==> src/rtl/prod_acc_pkg.sv <==
`default_nettype none
// ============================================================================
// Module      : prod_acc_pkg
// Description : Shared defaults, state encoding and a clog2 helper for the
//               product accumulator.
// Revision    : 1.0 - initial release
// ============================================================================
package prod_acc_pkg;

    // Default geometry: 10x4 multiplier, 9-tap kernel, 16-bit result
    localparam int c_DEF_N   = 10;
    localparam int c_DEF_W   = 4;
    localparam int c_DEF_LEN = 9;
    localparam int c_DEF_OW  = 16;

    // Window state: idle (empty accumulator) or accumulating
    typedef logic [0:0] state_t;
    localparam state_t ST_IDLE = 1'b0;
    localparam state_t ST_ACC  = 1'b1;

    // Ceiling log2; clog2(1) == 0
    function automatic int clog2(input int value);
        int r;
        r = 0;
        for (int i = 0; i < 31; i++) begin
            if ((1 << i) < value) begin
                r = i + 1;
            end
        end
        return r;
    endfunction

endpackage
`default_nettype wire

==> src/rtl/prod_acc_sat.sv <==
`default_nettype none
// ============================================================================
// Module      : prod_acc_sat
// Description : Converts the wide accumulator sum to the result width.
//               PROD_ACC_SAT_EN defined   : saturate to the signed OW range.
//               PROD_ACC_SAT_EN undefined : keep the OW LSBs (two's-complement wrap).
// Revision    : 1.0 - initial release
// ============================================================================
module prod_acc_sat #(
    parameter int AW = 17,
    parameter int OW = 16
) (
    input  logic [AW-1:0] i_sum,
    output logic [OW-1:0] o_sum
);

`ifdef PROD_ACC_SAT_EN
    if (AW > OW) begin : g_sat
        localparam logic [OW-1:0] c_MAX = {1'b0, {(OW-1){1'b1}}};
        localparam logic [OW-1:0] c_MIN = {1'b1, {(OW-1){1'b0}}};
        logic w_fits;
        // The value fits when every bit above the OW sign bit copies the sign
        assign w_fits = (i_sum[AW-1:OW-1] == {(AW-OW+1){i_sum[AW-1]}});
        assign o_sum  = w_fits ? i_sum[OW-1:0] : (i_sum[AW-1] ? c_MIN : c_MAX);
    end else begin : g_ext
        assign o_sum = OW'($signed(i_sum));
    end
`else
    if (AW >= OW) begin : g_trunc
        assign o_sum = i_sum[OW-1:0];
        if (AW > OW) begin : g_drop
            // Discarded high bits of the wrapped result
            logic w_unused_hi;
            assign w_unused_hi = ^i_sum[AW-1:OW];
        end
    end else begin : g_ext
        assign o_sum = OW'($signed(i_sum));
    end
`endif

endmodule
`default_nettype wire

==> src/rtl/product_accumulator.sv <==
`default_nettype none
// ============================================================================
// Module      : product_accumulator
// Description : Sums LEN signed products per window and presents each window
//               total on a valid/ready output register. Back-to-back windows
//               run without a bubble; only the final term of a window stalls
//               on a full output register.
//               Macro PROD_ACC_SAT_EN selects saturating output conversion
//               (default: two's-complement truncation).
// Revision    : 1.0 - initial release
// ============================================================================
module product_accumulator
    import prod_acc_pkg::*;
#(
    parameter int N   = c_DEF_N,
    parameter int W   = c_DEF_W,
    parameter int LEN = c_DEF_LEN,
    parameter int OW  = c_DEF_OW
) (
    input  logic           clk,
    input  logic           rst,
    input  logic [N+W-2:0] i_prod,
    input  logic           i_valid,
    output logic           o_ready,
    input  logic           i_clear,
    output logic [OW-1:0]  o_acc,
    output logic           o_valid,
    input  logic           i_ready
);

    localparam int c_PW = N + W - 1;
    localparam int c_LG = clog2(LEN);
    localparam int c_AW = c_PW + c_LG;
    localparam int c_CW = (c_LG < 1) ? 1 : c_LG;
    localparam logic [c_CW-1:0] c_LAST = c_CW'(LEN - 1);

    state_t                 r_state;
    logic signed [c_AW-1:0] r_acc;
    logic [c_CW-1:0]        r_cnt;

    logic                   w_accept;
    logic                   w_restart;
    logic                   w_last;
    logic signed [c_AW-1:0] w_acc_base;
    logic [c_CW-1:0]        w_cnt_base;
    logic signed [c_AW-1:0] w_term;
    logic signed [c_AW-1:0] w_sum;
    logic [OW-1:0]          w_acc_conv;

    // Only the final term of a window waits for a full output register to drain
    assign o_ready = !((r_cnt == c_LAST) && o_valid && !i_ready);

    // Accept decode; a clear makes the incoming term the first of a new window
    always_comb begin
        w_accept   = i_valid && o_ready;
        w_restart  = i_clear || (r_state == ST_IDLE);
        w_acc_base = w_restart ? '0 : r_acc;
        w_cnt_base = i_clear ? '0 : r_cnt;
        w_last     = (w_cnt_base == c_LAST);
        w_term     = c_AW'($signed(i_prod));
        w_sum      = w_acc_base + w_term;
    end

    prod_acc_sat #(
        .AW (c_AW),
        .OW (OW)
    ) u_sat (
        .i_sum (w_sum),
        .o_sum (w_acc_conv)
    );

    // Window FSM: accumulator, term counter and state
    always_ff @(posedge clk or posedge rst) begin
        if (rst) begin
            r_state <= ST_IDLE;
            r_acc   <= '0;
            r_cnt   <= '0;
        end else if (w_accept) begin
            if (w_last) begin
                r_state <= ST_IDLE;
                r_acc   <= '0;
                r_cnt   <= '0;
            end else begin
                r_state <= ST_ACC;
                r_acc   <= w_sum;
                r_cnt   <= w_cnt_base + 1'b1;
            end
        end else if (i_clear) begin
            r_state <= ST_IDLE;
            r_acc   <= '0;
            r_cnt   <= '0;
        end
    end

    // Output register: load on window completion, release on handshake
    always_ff @(posedge clk or posedge rst) begin
        if (rst) begin
            o_acc   <= '0;
            o_valid <= 1'b0;
        end else if (w_accept && w_last) begin
            o_acc   <= w_acc_conv;
            o_valid <= 1'b1;
        end else if (o_valid && i_ready) begin
            o_valid <= 1'b0;
        end
    end

endmodule
`default_nettype wire

==> config.mk <==
export PLATFORM = sky130hd
export DESIGN_NAME = product_accumulator
export DESIGN_NICKNAME = d
export VERILOG_FILES = /design/src/rtl/prod_acc_pkg.sv /design/src/rtl/prod_acc_sat.sv /design/src/rtl/product_accumulator.sv
export SDC_FILE = /design/constraint.sdc
export NUM_CORES = 1
export LEC_CHECK = 0
export BUFFER_PORTS_ARGS = -buffer_cell sky130_fd_sc_hd__buf_4
export CELL_PAD_IN_SITES_DETAIL_PLACEMENT = 1
export CELL_PAD_IN_SITES_GLOBAL_PLACEMENT = 1
export CORE_MARGIN = 2
export CORE_UTILIZATION = 43
export CTS_CLUSTER_DIAMETER = 120
export CTS_CLUSTER_SIZE = 16
export DETAILED_ROUTE_END_ITERATION = 8
export GPL_ROUTABILITY_DRIVEN = 0
export PLACE_DENSITY = 0.75
export SLEW_MARGIN = 20
export SYNTH_ARGS = -nofsm -noshare
export SYNTH_HDL_FRONTEND = slang
export SYNTH_SLANG_ARGS = --single-unit
==> constraint.sdc <==
create_clock -name clk -period 3.1 [get_ports clk]
set_clock_uncertainty 0.2 [all_clocks]
set_input_delay 0.93 -clock clk [delete_from_list [all_inputs] [get_ports clk]]
set_output_delay 0.93 -clock clk [all_outputs]
set_load 0.01 [all_outputs]
==> impl_metrics.csv, run 1 <==
group,metric,value,unit
floorplanning,design.core.area,5170,um^2
global_routing,grt_pass1_wl,10700,um
synth,synth-main-ff-cell,"sky130_fd_sc_hd__dfrtp_1",
synth,share_of_the_synthesized_area_in_the_top_cell_type,40.9,%
sta,fin_hold_ws,0.282,ns
clocking,root_buffer,"sky130_fd_sc_hd__clkbuf_8",
layout,diodes,0,
clocking,htreeDepth,2,
sta,timing.final.crit_period,2.96,ns
clocking,clock_latency,0.29,ns
run,drv.max_cap_violation_count,0,
clocking,cts.sink_count,38,
route,wl_per_cell,16.6,um
synth,post_synth.cell_area_avg,9.30,um^2
sta,maxSlewViolCount,0,
route,detail_route.vias_per_cell,5.35,
setup_path,path_common_cell,"sky130_fd_sc_hd__buf_4",
clocking,clock_tree.buffer_depth,2,
setup_path,arrival_time_of_the_worst_setup_path,2.98,ns
global_routing,gr-usage-met2,39.7,%
layout,multiInputGateArea,1390,um^2
floorplanning,chipHeight,77.5,um
floorplanning,io-pin-count,36,
synth,post-synth-top-area-cell,"sky130_fd_sc_hd__dfrtp_1",
sta,max-slew-margin-rel,44.2,%
global_routing,global_route_usage_over_all_layers,22.5,%
layout,utilization,58.5,%
clocking,cts_tree,"done",
route,vias,2060,
global_routing,grt_antenna_before_repair,0,
route,detail_route.first_pass.iterations,4,
global_routing,gr-total-overflow,0,
pwr,sequentialPowerShare,45.4,%
setup_path,cp_max_fo,8,
synth,synth-async-reset-ratio,100,%
layout,register_area,951,um^2
floorplanning,floorplan.initialDensity,45.0,%
synth,ys_top_cells_by_area,"sky130_fd_sc_hd__dfrtp_1 41%, sky130_fd_sc_hd__ha_1 9.1%, sky130_fd_sc_hd__o21ai_0 7.3%",
outcome,run_status,"completed",
clocking,cts-buffers-inserted,5,
synth,ys_seq_elements,38,
synth,synth.yosys.seq_area_share,40.9,%
setup_path,cell_by_cell_trace_of_the_critical_path,"buf_4, nor2b_4, buf_4, and2_1, ha_1, a21o_2, a21o_1, a211oi_2, nand2_1, mux2_2, o211ai_1",
floorplanning,core.rowCount,26,
sta,timing_hold_violations_final,0,
layout,syn2layout_area_growth,30.1,%
synth,synth_cells,250,
clocking,postCtsHoldBufs,0,
placed_design,dp.final_hpwl,4550,um
pwr,power.switching_fraction,29.5,%
global_routing,met3_use_gr,4.53,%
floorplanning,fp.dieArea,6010,um^2
global_routing,first_global_vias,2263,
pwr,p_switching,0.356,mW
synth,synth.most_common_cell,"sky130_fd_sc_hd__nand2_1",
hold_path,hold_path_class,"flop to flop",
layout,finalNetCount,350,
sta,fmax,337,MHz
global_routing,global_route.peak_usage_layer,"met2",
synth,synth.lib_cells_used.distinct,42,
sta,rsz_0062_raised_after_global_routing,"yes",
sta,final_min_period_over_clock_period,95.6,%
setup_path,critPathRequiredTime,3.11,ns
setup_path,slowest_stage,"sky130_fd_sc_hd__a211oi_2",
pwr,clock_power_share,29.7,%
pwr,total_leakage_power,1.50,nW
clocking,clk_transition_reported_paths,0.08,ns
route,route.final.wire_length,6390,um
synth,synthesis.yosys.warnings,0,
route,drt-initial-drc-count,33,
route,postRouteAntennaNets,0,
pwr,internal_power,0.853,mW
synth,synthesis.area,2330,um^2
global_routing,grt_start_max_net_pins,39,
pwr,cellPowerDensity,400,nW/um^2
sta,tightest_slew,0.834,ns
route,drt_drc_violations_left,0,
global_routing,met1_usage,27.5,%
synth,synth.net_count,286,
pwr,power_frac_comb,25.0,%
layout,fillers,603,
setup_path,critical_path.endpoint_type,"flop",
layout,drive_gt1_share,28.6,%
setup_path,max_stage_delay,0.29,ns
setup_path,critical_path.startpoint_type,"primary input",
synth,synth_edf_count,0,
sta,report.final.setup_viol,0,
synth,synth_commonest_cells,"39 x sky130_fd_sc_hd__nand2_1, 38 x sky130_fd_sc_hd__dfrtp_1, 34 x sky130_fd_sc_hd__o21ai_0",
placed_design,io_buffers,35,
setup_path,worstSetupPathType,"primary input to flop",
floorplanning,die-width,77.5,um
pwr,power.ir.vdd_worst,217,uV
[metrics by stage]
| step | TNS, ns | area (um^2) | power, mW | setup slack [ns] | cells |
|---|---|---|---|---|---|
| after CTS | 0 | 2960 | 1.21 | 0.0801 | 384 |
| after global placement | -1.98 | 2850 | 0.827 | -0.228 | 374 |
| after floorplan | 0 | 2350 | 0.729 | 0.0482 | 250 |
| after detailed placement | -3.50 | 2850 | 0.840 | -0.381 | 374 |
| after global routing | -0.0000526 | 3030 | 1.28 | -0.0000526 | 385 |
| final | 0 | 3030 | 1.21 | 0.136 | 385 |
[cell usage in the layout (no fill, tap or decap), types with 3 or more instances in the layout]
| master | synthesis | routed |
|---|---|---|
| sky130_fd_sc_hd__a21oi_1 | 12 | 10 |
| sky130_fd_sc_hd__inv_1 | 6 | 6 |
| sky130_fd_sc_hd__nor2_1 | 4 | 4 |
| sky130_fd_sc_hd__o21ai_0 | 34 | 30 |
| sky130_fd_sc_hd__o21ai_1 | 2 | 5 |
| sky130_fd_sc_hd__nand2b_1 | 5 | 5 |
| sky130_fd_sc_hd__nand4_1 | 5 | 5 |
| sky130_fd_sc_hd__a21o_1 | 5 | 5 |
| sky130_fd_sc_hd__nand2_1 | 39 | 39 |
| sky130_fd_sc_hd__and2_1 | 17 | 16 |
| sky130_fd_sc_hd__dfrtp_1 | 38 | 38 |
| sky130_fd_sc_hd__buf_4 | 0 | 64 |
| sky130_fd_sc_hd__ha_1 | 17 | 16 |
| sky130_fd_sc_hd__mux2_2 | 3 | 3 |
| sky130_fd_sc_hd__xnor2_1 | 10 | 10 |
| sky130_fd_sc_hd__clkbuf_8 | 0 | 6 |
| sky130_fd_sc_hd__xor2_1 | 7 | 7 |
| sky130_fd_sc_hd__o211ai_1 | 3 | 3 |
| sky130_fd_sc_hd__nor2b_1 | 5 | 4 |
[cell families after synthesis]
logic type / Yosys count / synth area share, %
buf+inv: 14 / 2.69
fa+ha+maj: 18 / 10.0
simple gates: 85 / 18.2
flops: 38 / 40.9
compound gates: 74 / 20.0
mux: 4 / 1.88
xor+xnor: 17 / 6.40
[registers in the layout, summed over array words and instances, names as in the netlist]
signal and flops:
o_acc 16, o_valid 1, r_acc 16, r_cnt 4
r_state 1
[per-layer routing]
metal	routed length, um	vias up
li1	-	1006
met1	2680	1004
met2	3370	38
met3	225	12
met4	120	0
met5	0	-
[worst max-delay path, delay by kind of cell]
family,cells,cell delay (ns)
fa+ha+maj,1,0.24
mux,1,0.28
simple gates,3,0.44
buf+inv,2,0.30
compound gates,4,0.79
[repair_timing]
action,CTS,global route
setup buffers,1,1
pin swaps,0,8
cloned,1,0
setup endpoints to repair,3,8
resized for setup,1,11
[path summary, 6_finish.rpt]
path                       slack (ns)  startpoint   endpoint  cells past startpoint
max reg2reg                      0.42     r_state   r_acc[8]                     10
max in group asynchronous        1.79         rst   r_acc[8]                      3
min reg2reg                      0.28    r_acc[6]   r_acc[6]                      2
min                              0.28    r_acc[6]   r_acc[6]                      2
min in group asynchronous        0.57         rst   o_acc[1]                      3
max                              0.14     i_clear  r_acc[15]                     11
[power groups by stage]
stage | Clock (mW) | Combinational [mW] | Sequential [mW]
after floorplan | 0 | 0.177 | 0.552
final | 0.359 | 0.302 | 0.549
after CTS | 0.374 | 0.289 | 0.548
after global routing | 0.388 | 0.337 | 0.553
after detailed placement | 0 | 0.282 | 0.558
after global placement | 0 | 0.270 | 0.558
[final cells by class]
class / instances / area share (%)
clock buffer: 7 / 2.85
clock inverter: 1 / 0.165
inverter: 6 / 0.744
multi-input combinational: 199 / 46.1
sequential: 38 / 31.4
tap: 70 / 2.89
timing repair buffer: 64 / 15.9
Note: power is estimated with default switching activity, not from simulation.
==> inputs of run 2 (changes only) <==
--- a/config.mk
+++ b/config.mk
@@ -5,16 +5,17 @@
 export SDC_FILE = /design/constraint.sdc
 export NUM_CORES = 1
 export LEC_CHECK = 0
+export ABC_AREA = 1
 export BUFFER_PORTS_ARGS = -buffer_cell sky130_fd_sc_hd__buf_4
 export CELL_PAD_IN_SITES_DETAIL_PLACEMENT = 1
 export CELL_PAD_IN_SITES_GLOBAL_PLACEMENT = 1
 export CORE_MARGIN = 2
-export CORE_UTILIZATION = 43
+export CORE_UTILIZATION = 42
 export CTS_CLUSTER_DIAMETER = 120
 export CTS_CLUSTER_SIZE = 16
 export DETAILED_ROUTE_END_ITERATION = 8
 export GPL_ROUTABILITY_DRIVEN = 0
-export PLACE_DENSITY = 0.75
+export PLACE_DENSITY = 0.76
 export SLEW_MARGIN = 20
 export SYNTH_ARGS = -nofsm -noshare
 export SYNTH_HDL_FRONTEND = slang
==> run 2 against run 1 <==
  * Final area rose by 4.5%
  * Non-clock buffer count fell by 22
  * Area after synthesis rose by 16%
  * First-iteration DRC count rose by 110%
==> impl_metrics.csv, run 2 <==
group,metric,value,unit
floorplanning,design.core.area,6280,um^2
route,vias,2433,
synth,synth.lib_cells_used.distinct,34,
outcome,run_status,"completed",
floorplanning,floorplan.initialDensity,43.1,%
route,wl_per_cell,14.7,um
clocking,postCtsSetupBuffers,0,
synth,synth.most_common_cell,"sky130_fd_sc_hd__nand2_1",
sta,maxSlewViolCount,0,
floorplanning,die-width,84.3,um
route,detail_route.vias_per_cell,4.93,
layout,drive_gt1_share,20.1,%
global_routing,first_global_vias,2678,
synth,synth_cells,372,
synth,synth-main-ff-cell,"sky130_fd_sc_hd__dfrtp_1",
sta,final_sum_of_negative_setup_slack,0,ns
global_routing,gr-total-overflow,0,
synth,synthesis.area,2710,um^2
layout,mostFrequentLayoutCells,"130 x sky130_fd_sc_hd__nand2_1, 58 x sky130_fd_sc_hd__inv_1, 42 x sky130_fd_sc_hd__buf_4",
route,detail_route.first_pass.iterations,4,
synth,post_synth.cell_area_avg,7.27,um^2
global_routing,grt_antenna_before_repair,0,
synth,yosys-mux-area-fraction,0,%
layout,finalNetCount,452,
setup_path,arrival_time_of_the_worst_setup_path,2.90,ns
floorplanning,fp.dieArea,7100,um^2
setup_path,critPathRequiredTime,3.08,ns
clocking,root_buffer,"sky130_fd_sc_hd__clkbuf_8",
synth,dominant_combinational_cell_family_by_area_after_synthesis,"simple AND/OR/NAND/NOR gates",
synth,synth.net_count,408,
setup_path,worstSetupPathType,"primary input to flop",
synth,ys_top_cells_by_area,"sky130_fd_sc_hd__dfrtp_1 35%, sky130_fd_sc_hd__nand2_1 18%, sky130_fd_sc_hd__inv_1 8.2%",
pwr,power.ir.vdd_worst,208,uV
setup_path,critical_path.endpoint_type,"flop",
synth,synth.yosys.seq_area_share,35.2,%
sta,timing_hold_violations_final,0,
synth,synthesis.yosys.warnings,0,
sta,report.final.setup_viol,0,
pwr,p_switching,0.393,mW
sta,timing.final.crit_period,2.92,ns
clocking,htreeDepth,2,
layout,syn2layout_area_growth,16.9,%
synth,synth_commonest_cells,"130 x sky130_fd_sc_hd__nand2_1, 59 x sky130_fd_sc_hd__inv_1, 38 x sky130_fd_sc_hd__dfrtp_1",
synth,synth_xor_area_share,1.62,%
synth,synthesized_area_fraction_occupied_by_ao_oa_aoi_and_oai_cells,5.00,%
layout,most_frequent_standard_cell_in_the_layout_excluding_fill_and_tap_cells,"sky130_fd_sc_hd__nand2_1",
route,drt_drc_violations_left,0,
setup_path,critical_path.startpoint_type,"primary input",
clocking,cts.sink_count,38,
layout,diodes,0,
route,drt-initial-drc-count,69,
run,drv.max_cap_violation_count,0,
clocking,clock_tree.buffer_depth,2,
global_routing,grt_pass1_wl,12900,um
placed_design,placed_cells,486,
sta,rsz_0062_raised_after_global_routing,"no",
synth,synth_edf_count,0,
clocking,clk_transition_reported_paths,0.08,ns
synth,synth_simple_gate_area_share,38.1,%
sta,max-slew-margin-rel,65.9,%
placed_design,io_buffers,35,
synth,post-synth-top-area-cell,"sky130_fd_sc_hd__dfrtp_1",
route,route.final.wire_length,7240,um
route,postRouteAntennaNets,0,
clocking,clock_latency,0.29,ns
layout,finish.cell_count_without_fillers,494,
pwr,cellPowerDensity,383,nW/um^2
placed_design,dp.final_hpwl,5830,um
sta,tightest_slew,0.511,ns
sta,fmax,342,MHz
pwr,clock_power_share,30.4,%
pwr,total_leakage_power,1.79,nW
sta,final_min_period_over_clock_period,94.4,%
clocking,cts_tree,"done",
pwr,internal_power,0.817,mW
synth,synth-async-reset-ratio,100,%
synth,synthAdderAreaFrac,8.60,%
clocking,postCtsHoldBufs,0,
pwr,power_frac_comb,24.4,%
synth,share_of_the_synthesized_area_in_the_top_cell_type,35.2,%
floorplanning,io-pin-count,36,
global_routing,grt_start_max_net_pins,39,
clocking,cts-buffers-inserted,5,
floorplanning,core.rowCount,29,
synth,ys_seq_elements,38,
global_routing,global_route_usage_over_all_layers,22.7,%
setup_path,cp_max_fo,6,
hold_path,hold_path_class,"flop to flop",
layout,reg.largest.list,"o_acc: 16 flops, r_acc: 16 flops, r_cnt: 4 flops",
pwr,sequentialPowerShare,45.2,%
floorplanning,chipHeight,84.3,um
pwr,power.switching_fraction,32.5,%
[run 2: changes by cell type after synthesis, moves of 5 or more]
cell and delta:
sky130_fd_sc_hd__nor2b_1 -5, sky130_fd_sc_hd__o21ai_0 -27, sky130_fd_sc_hd__nor2_1 +23, sky130_fd_sc_hd__xnor2_1 -8, sky130_fd_sc_hd__a21oi_1 -5, sky130_fd_sc_hd__nand2_1 +91
sky130_fd_sc_hd__nand3_1 +19, sky130_fd_sc_hd__and2_1 -16, sky130_fd_sc_hd__nand2b_1 -5, sky130_fd_sc_hd__inv_1 +53, sky130_fd_sc_hd__nand2_2 +6, sky130_fd_sc_hd__nand3_2 +7
sky130_fd_sc_hd__a21o_1 -5
[run 2: final cells by class]
cell class	count	area, um^2
clock buffer	6	82.6
clock inverter	2	12.5
fill	821	3120
inverter	65	254
multi-input combinational	264	1450
sequential	38	951
tap	77	96.3
timing repair buffer	42	315
[run 2: stage by stage]
step	instance area (um^2)	hold slack [ns]	utilization [%]	power (mW)	setup slack, ns
2_1_floorplan	2710	0.249	-	0.755	0.119
3_3_place_gp	3060	0.265	48.7	0.844	-0.0989
3_5_place_dp	3060	0.277	48.7	0.851	-0.189
4_1_cts	3150	0.299	50.2	1.22	0.106
5_1_grt	3160	0.322	50.4	1.29	0.0402
6_report	3160	0.292	50.4	1.21	0.175
[run 2: cells by family after synthesis]
group	Yosys count
adders and majority gates	18
buffers and inverters	70
DFF	38
AOI/OAI and AO/OA	24
xor gates and xnor gates	5
and+or+nand+nor	217
[run 2: layer usage]
metal / global-route usage (%) / wire [um] / vias to the layer above
li1: - / - / 1233
met1: 31.4 / 3470 / 1144
met2: 37.9 / 3420 / 50
met3: 3.15 / 275 / 6
met4: 4.99 / 72 / 0
met5: 0 / 0 / -
[run 2: worst paths after layout]
path / from / endpoint / slack, ns / depth (start not counted)
min in group asynchronous: rst / o_acc[10] / 0.56 / 3
worst min-delay path: r_acc[11] / r_acc[11] / 0.29 / 2
worst max-delay path: i_clear / o_acc[12] / 0.18 / 12
max in group asynchronous: rst / o_acc[1] / 1.78 / 3
worst min register to register: r_acc[11] / r_acc[11] / 0.29 / 2
worst max register to register: r_state / o_acc[12] / 0.57 / 12
[run 2: repair_timing]
| action | in CTS | in global routing |
|---|---|---|
| setup endpoints to repair | 0 | 4 |
| endpoints found under the hold margin | 0 | 0 |
| resized for setup | 0 | 3 |
[run 2: power by group through the flow]
stage	Sequential [mW]	Combinational, mW	Clock (mW)
2_1_floorplan	0.552	0.203	0
3_3_place_gp	0.554	0.290	0
3_5_place_dp	0.555	0.296	0
4_1_cts	0.546	0.298	0.376
5_1_grt	0.551	0.344	0.398
6_report	0.546	0.296	0.368
[run 2: critical path, stage by stage]
cell and delay [ns]:
sky130_fd_sc_hd__buf_4 0.12, sky130_fd_sc_hd__nor2_1 0.19, sky130_fd_sc_hd__inv_2 0.12, sky130_fd_sc_hd__buf_4 0.17
sky130_fd_sc_hd__nor2_1 0.12, sky130_fd_sc_hd__ha_1 0.29, sky130_fd_sc_hd__or2_0 0.24, sky130_fd_sc_hd__and2_1 0.20
sky130_fd_sc_hd__nand3_1 0.11, sky130_fd_sc_hd__nand4_1 0.17, sky130_fd_sc_hd__nand3_1 0.18, sky130_fd_sc_hd__nand2_1 0.06
==> inputs of run 3 (changes only) <==
--- a/config.mk
+++ b/config.mk
@@ -6,16 +6,17 @@
 export NUM_CORES = 1
 export LEC_CHECK = 0
 export ABC_AREA = 1
-export BUFFER_PORTS_ARGS = -buffer_cell sky130_fd_sc_hd__buf_4
 export CELL_PAD_IN_SITES_DETAIL_PLACEMENT = 1
 export CELL_PAD_IN_SITES_GLOBAL_PLACEMENT = 1
+export CORE_ASPECT_RATIO = 1.5
 export CORE_MARGIN = 2
-export CORE_UTILIZATION = 42
+export CORE_UTILIZATION = 46
 export CTS_CLUSTER_DIAMETER = 120
 export CTS_CLUSTER_SIZE = 16
 export DETAILED_ROUTE_END_ITERATION = 8
+export DONT_BUFFER_PORTS = 1
 export GPL_ROUTABILITY_DRIVEN = 0
-export PLACE_DENSITY = 0.76
+export PLACE_DENSITY = 0.75
 export SLEW_MARGIN = 20
 export SYNTH_ARGS = -nofsm -noshare
 export SYNTH_HDL_FRONTEND = slang
==> run 3 against run 2 <==
  * Hold slack worse by 0.0084 ns
  * Flip-flop and latch count unchanged
  * Sequential power about the same
  * Setup slack better by 0.26 ns
  * Non-clock buffer count down 38
  * Critical path type unchanged
  * Critical endpoint is now o_acc[7]
  * Largest cell class unchanged
==> impl_metrics.csv, run 3 (synthesized netlist as in run 2, its figures left out) <==
group,metric,value,unit
sta,timing.final.crit_period,2.67,ns
global_routing,gr-total-overflow,0,
route,postRouteAntennaNets,0,
floorplanning,chipHeight,97.9,um
global_routing,first_global_vias,2692,
setup_path,cp.buffers_inverters,3,
pwr,total_leakage_power,1.62,nW
route,drt_drc_violations_left,0,
placed_design,io_buffers,0,
pwr,cellPowerDensity,462,nW/um^2
hold_path,hold_path_class,"flop to flop",
run,drv.max_cap_violation_count,0,
sta,fmax,375,MHz
floorplanning,design.core.area,5740,um^2
global_routing,grt_start_max_net_pins,39,
setup_path,critical-path-top-delay-family,"simple AND/OR/NAND/NOR gates",
floorplanning,die-width,66.6,um
setup_path,path_common_cell,"sky130_fd_sc_hd__nand2_1",
sta,report.final.setup_viol,0,
floorplanning,io-pin-count,36,
sta,final_min_period_over_clock_period,86.0,%
global_routing,grt_pass1_wl,12600,um
sta,rsz_0062_raised_after_global_routing,"no",
route,detail_route.vias_per_cell,5.18,
setup_path,critical_path.endpoint_type,"flop",
route,vias,2336,
layout,reg.largest.list,"o_acc: 16 flops, r_acc: 16 flops, r_cnt: 4 flops",
setup_path,critical_path.startpoint_type,"primary input",
layout,most_frequent_standard_cell_in_the_layout_excluding_fill_and_tap_cells,"sky130_fd_sc_hd__nand2_1",
clocking,htreeDepth,2,
sta,final_sum_of_negative_setup_slack,0,ns
clocking,cts_tree,"done",
route,route.final.wire_length,7140,um
clocking,clock_tree.buffer_depth,2,
setup_path,worstSetupPathType,"primary input to flop",
global_routing,global_route_usage_over_all_layers,25.2,%
sta,maxSlewViolCount,0,
floorplanning,fp.dieArea,6520,um^2
setup_path,cell_by_cell_trace_of_the_critical_path,"nor2_1, inv_1, buf_4, nor2_1, ha_1, nand2_1, inv_1, a21oi_1, nand2_1, or2_1, nand3_1, nand2_1",
pwr,power.ir.vdd_worst,231,uV
floorplanning,core.rowCount,34,
clocking,postCtsSetupBuffers,0,
layout,finalNetCount,414,
setup_path,max_stage_delay,0.31,ns
sta,timing_hold_violations_final,0,
route,detail_route.first_pass.iterations,4,
setup_path,cp_max_fo,9,
clocking,count_of_cells_resized_by_post_cts_repair,0,
sta,max-slew-margin-rel,66.2,%
outcome,run_status,"completed",
floorplanning,floorplan.initialDensity,47.1,%
placed_design,dp.final_hpwl,5610,um
clocking,root_buffer,"sky130_fd_sc_hd__clkbuf_8",
global_routing,grt_antenna_before_repair,0,
clocking,clk_transition_reported_paths,0.08,ns
sta,fin_hold_ws,0.284,ns
clocking,cts-buffers-inserted,5,
setup_path,critPathRequiredTime,3.08,ns
sta,tightest_slew,0.507,ns
layout,syn2layout_area_growth,7.59,%
setup_path,slowest_stage,"sky130_fd_sc_hd__ha_1",
layout,diodes,0,
clocking,postCtsHoldBufs,0,
route,drt-initial-drc-count,64,
route,wl_per_cell,15.8,um
layout,drive_gt1_share,11.3,%
clocking,cts.sink_count,38,
layout,mostFrequentLayoutCells,"130 x sky130_fd_sc_hd__nand2_1, 59 x sky130_fd_sc_hd__inv_1, 38 x sky130_fd_sc_hd__dfrtp_1",
setup_path,arrival_time_of_the_worst_setup_path,2.65,ns
clocking,clock_latency,0.29,ns
==> run 3: layout make-up <==
class	count	area, um^2
clock buffer	6	82.6
clock inverter	2	60.1
fill	767	2830
inverter	65	254
multi-input combinational	264	1440
sequential	38	951
tap	72	90.1
timing repair buffer	4	30.0
==> run 3: power breakdown <==
| group | switching (mW) | internal (mW) |
|---|---|---|
| combinational | 0.174 | 0.0876 |
| clock | 0.194 | 0.344 |
| sequential | 0.0173 | 0.529 |
| total | 0.385 | 0.960 |
==> run 3: worst paths after layout <==
check	end	slack, ns	from	cells after the start
max	o_acc[7]	0.43	i_clear	12
min	r_acc[9]	0.28	r_acc[9]	2
max reg2reg	o_acc[7]	0.71	r_state	13
min reg2reg	r_acc[9]	0.28	r_acc[9]	2
max in group asynchronous	r_acc[6]	1.90	rst	2
min in group asynchronous	o_acc[13]	0.44	rst	2
==> run 3: per-layer routing <==
| metal | share of wire [%] | GRT usage [%] | vias to the layer above |
|---|---|---|---|
| met3 | 2.6 | 3.69 | 19 |
| met1 | 39 | 28.0 | 1121 |
| li1 | - | - | 1156 |
| met5 | 0 | 0 | - |
| met4 | 3.1 | 9.89 | 0 |
| met2 | 55 | 46.5 | 40 |
==> run 3: worst register-to-register path: stages (launching register included) <==
cell and delay, ns:
sky130_fd_sc_hd__dfrtp_1 0.33, sky130_fd_sc_hd__inv_1 0.04, sky130_fd_sc_hd__nor2_1 0.12, sky130_fd_sc_hd__inv_1 0.10, sky130_fd_sc_hd__buf_4 0.18, sky130_fd_sc_hd__nor2_1 0.12, sky130_fd_sc_hd__ha_1 0.31, sky130_fd_sc_hd__nand2_1 0.12
sky130_fd_sc_hd__inv_1 0.06, sky130_fd_sc_hd__a21oi_1 0.14, sky130_fd_sc_hd__nand2_1 0.12, sky130_fd_sc_hd__or2_1 0.25, sky130_fd_sc_hd__nand3_1 0.13, sky130_fd_sc_hd__nand2_1 0.06
==> run 3: through the flow <==
step                      util (%)  total power [mW]  cells  area (um^2)  setup slack (ns)
after floorplan                  -             0.755    372         2710             0.119
after global placement        48.2             0.811    443         2770             0.166
after detailed placement      48.2             0.822    443         2770             0.128
after CTS                     50.7              1.36    451         2910             0.421
after global routing          50.7              1.43    451         2910             0.239
final                         50.7              1.35    451         2910             0.434
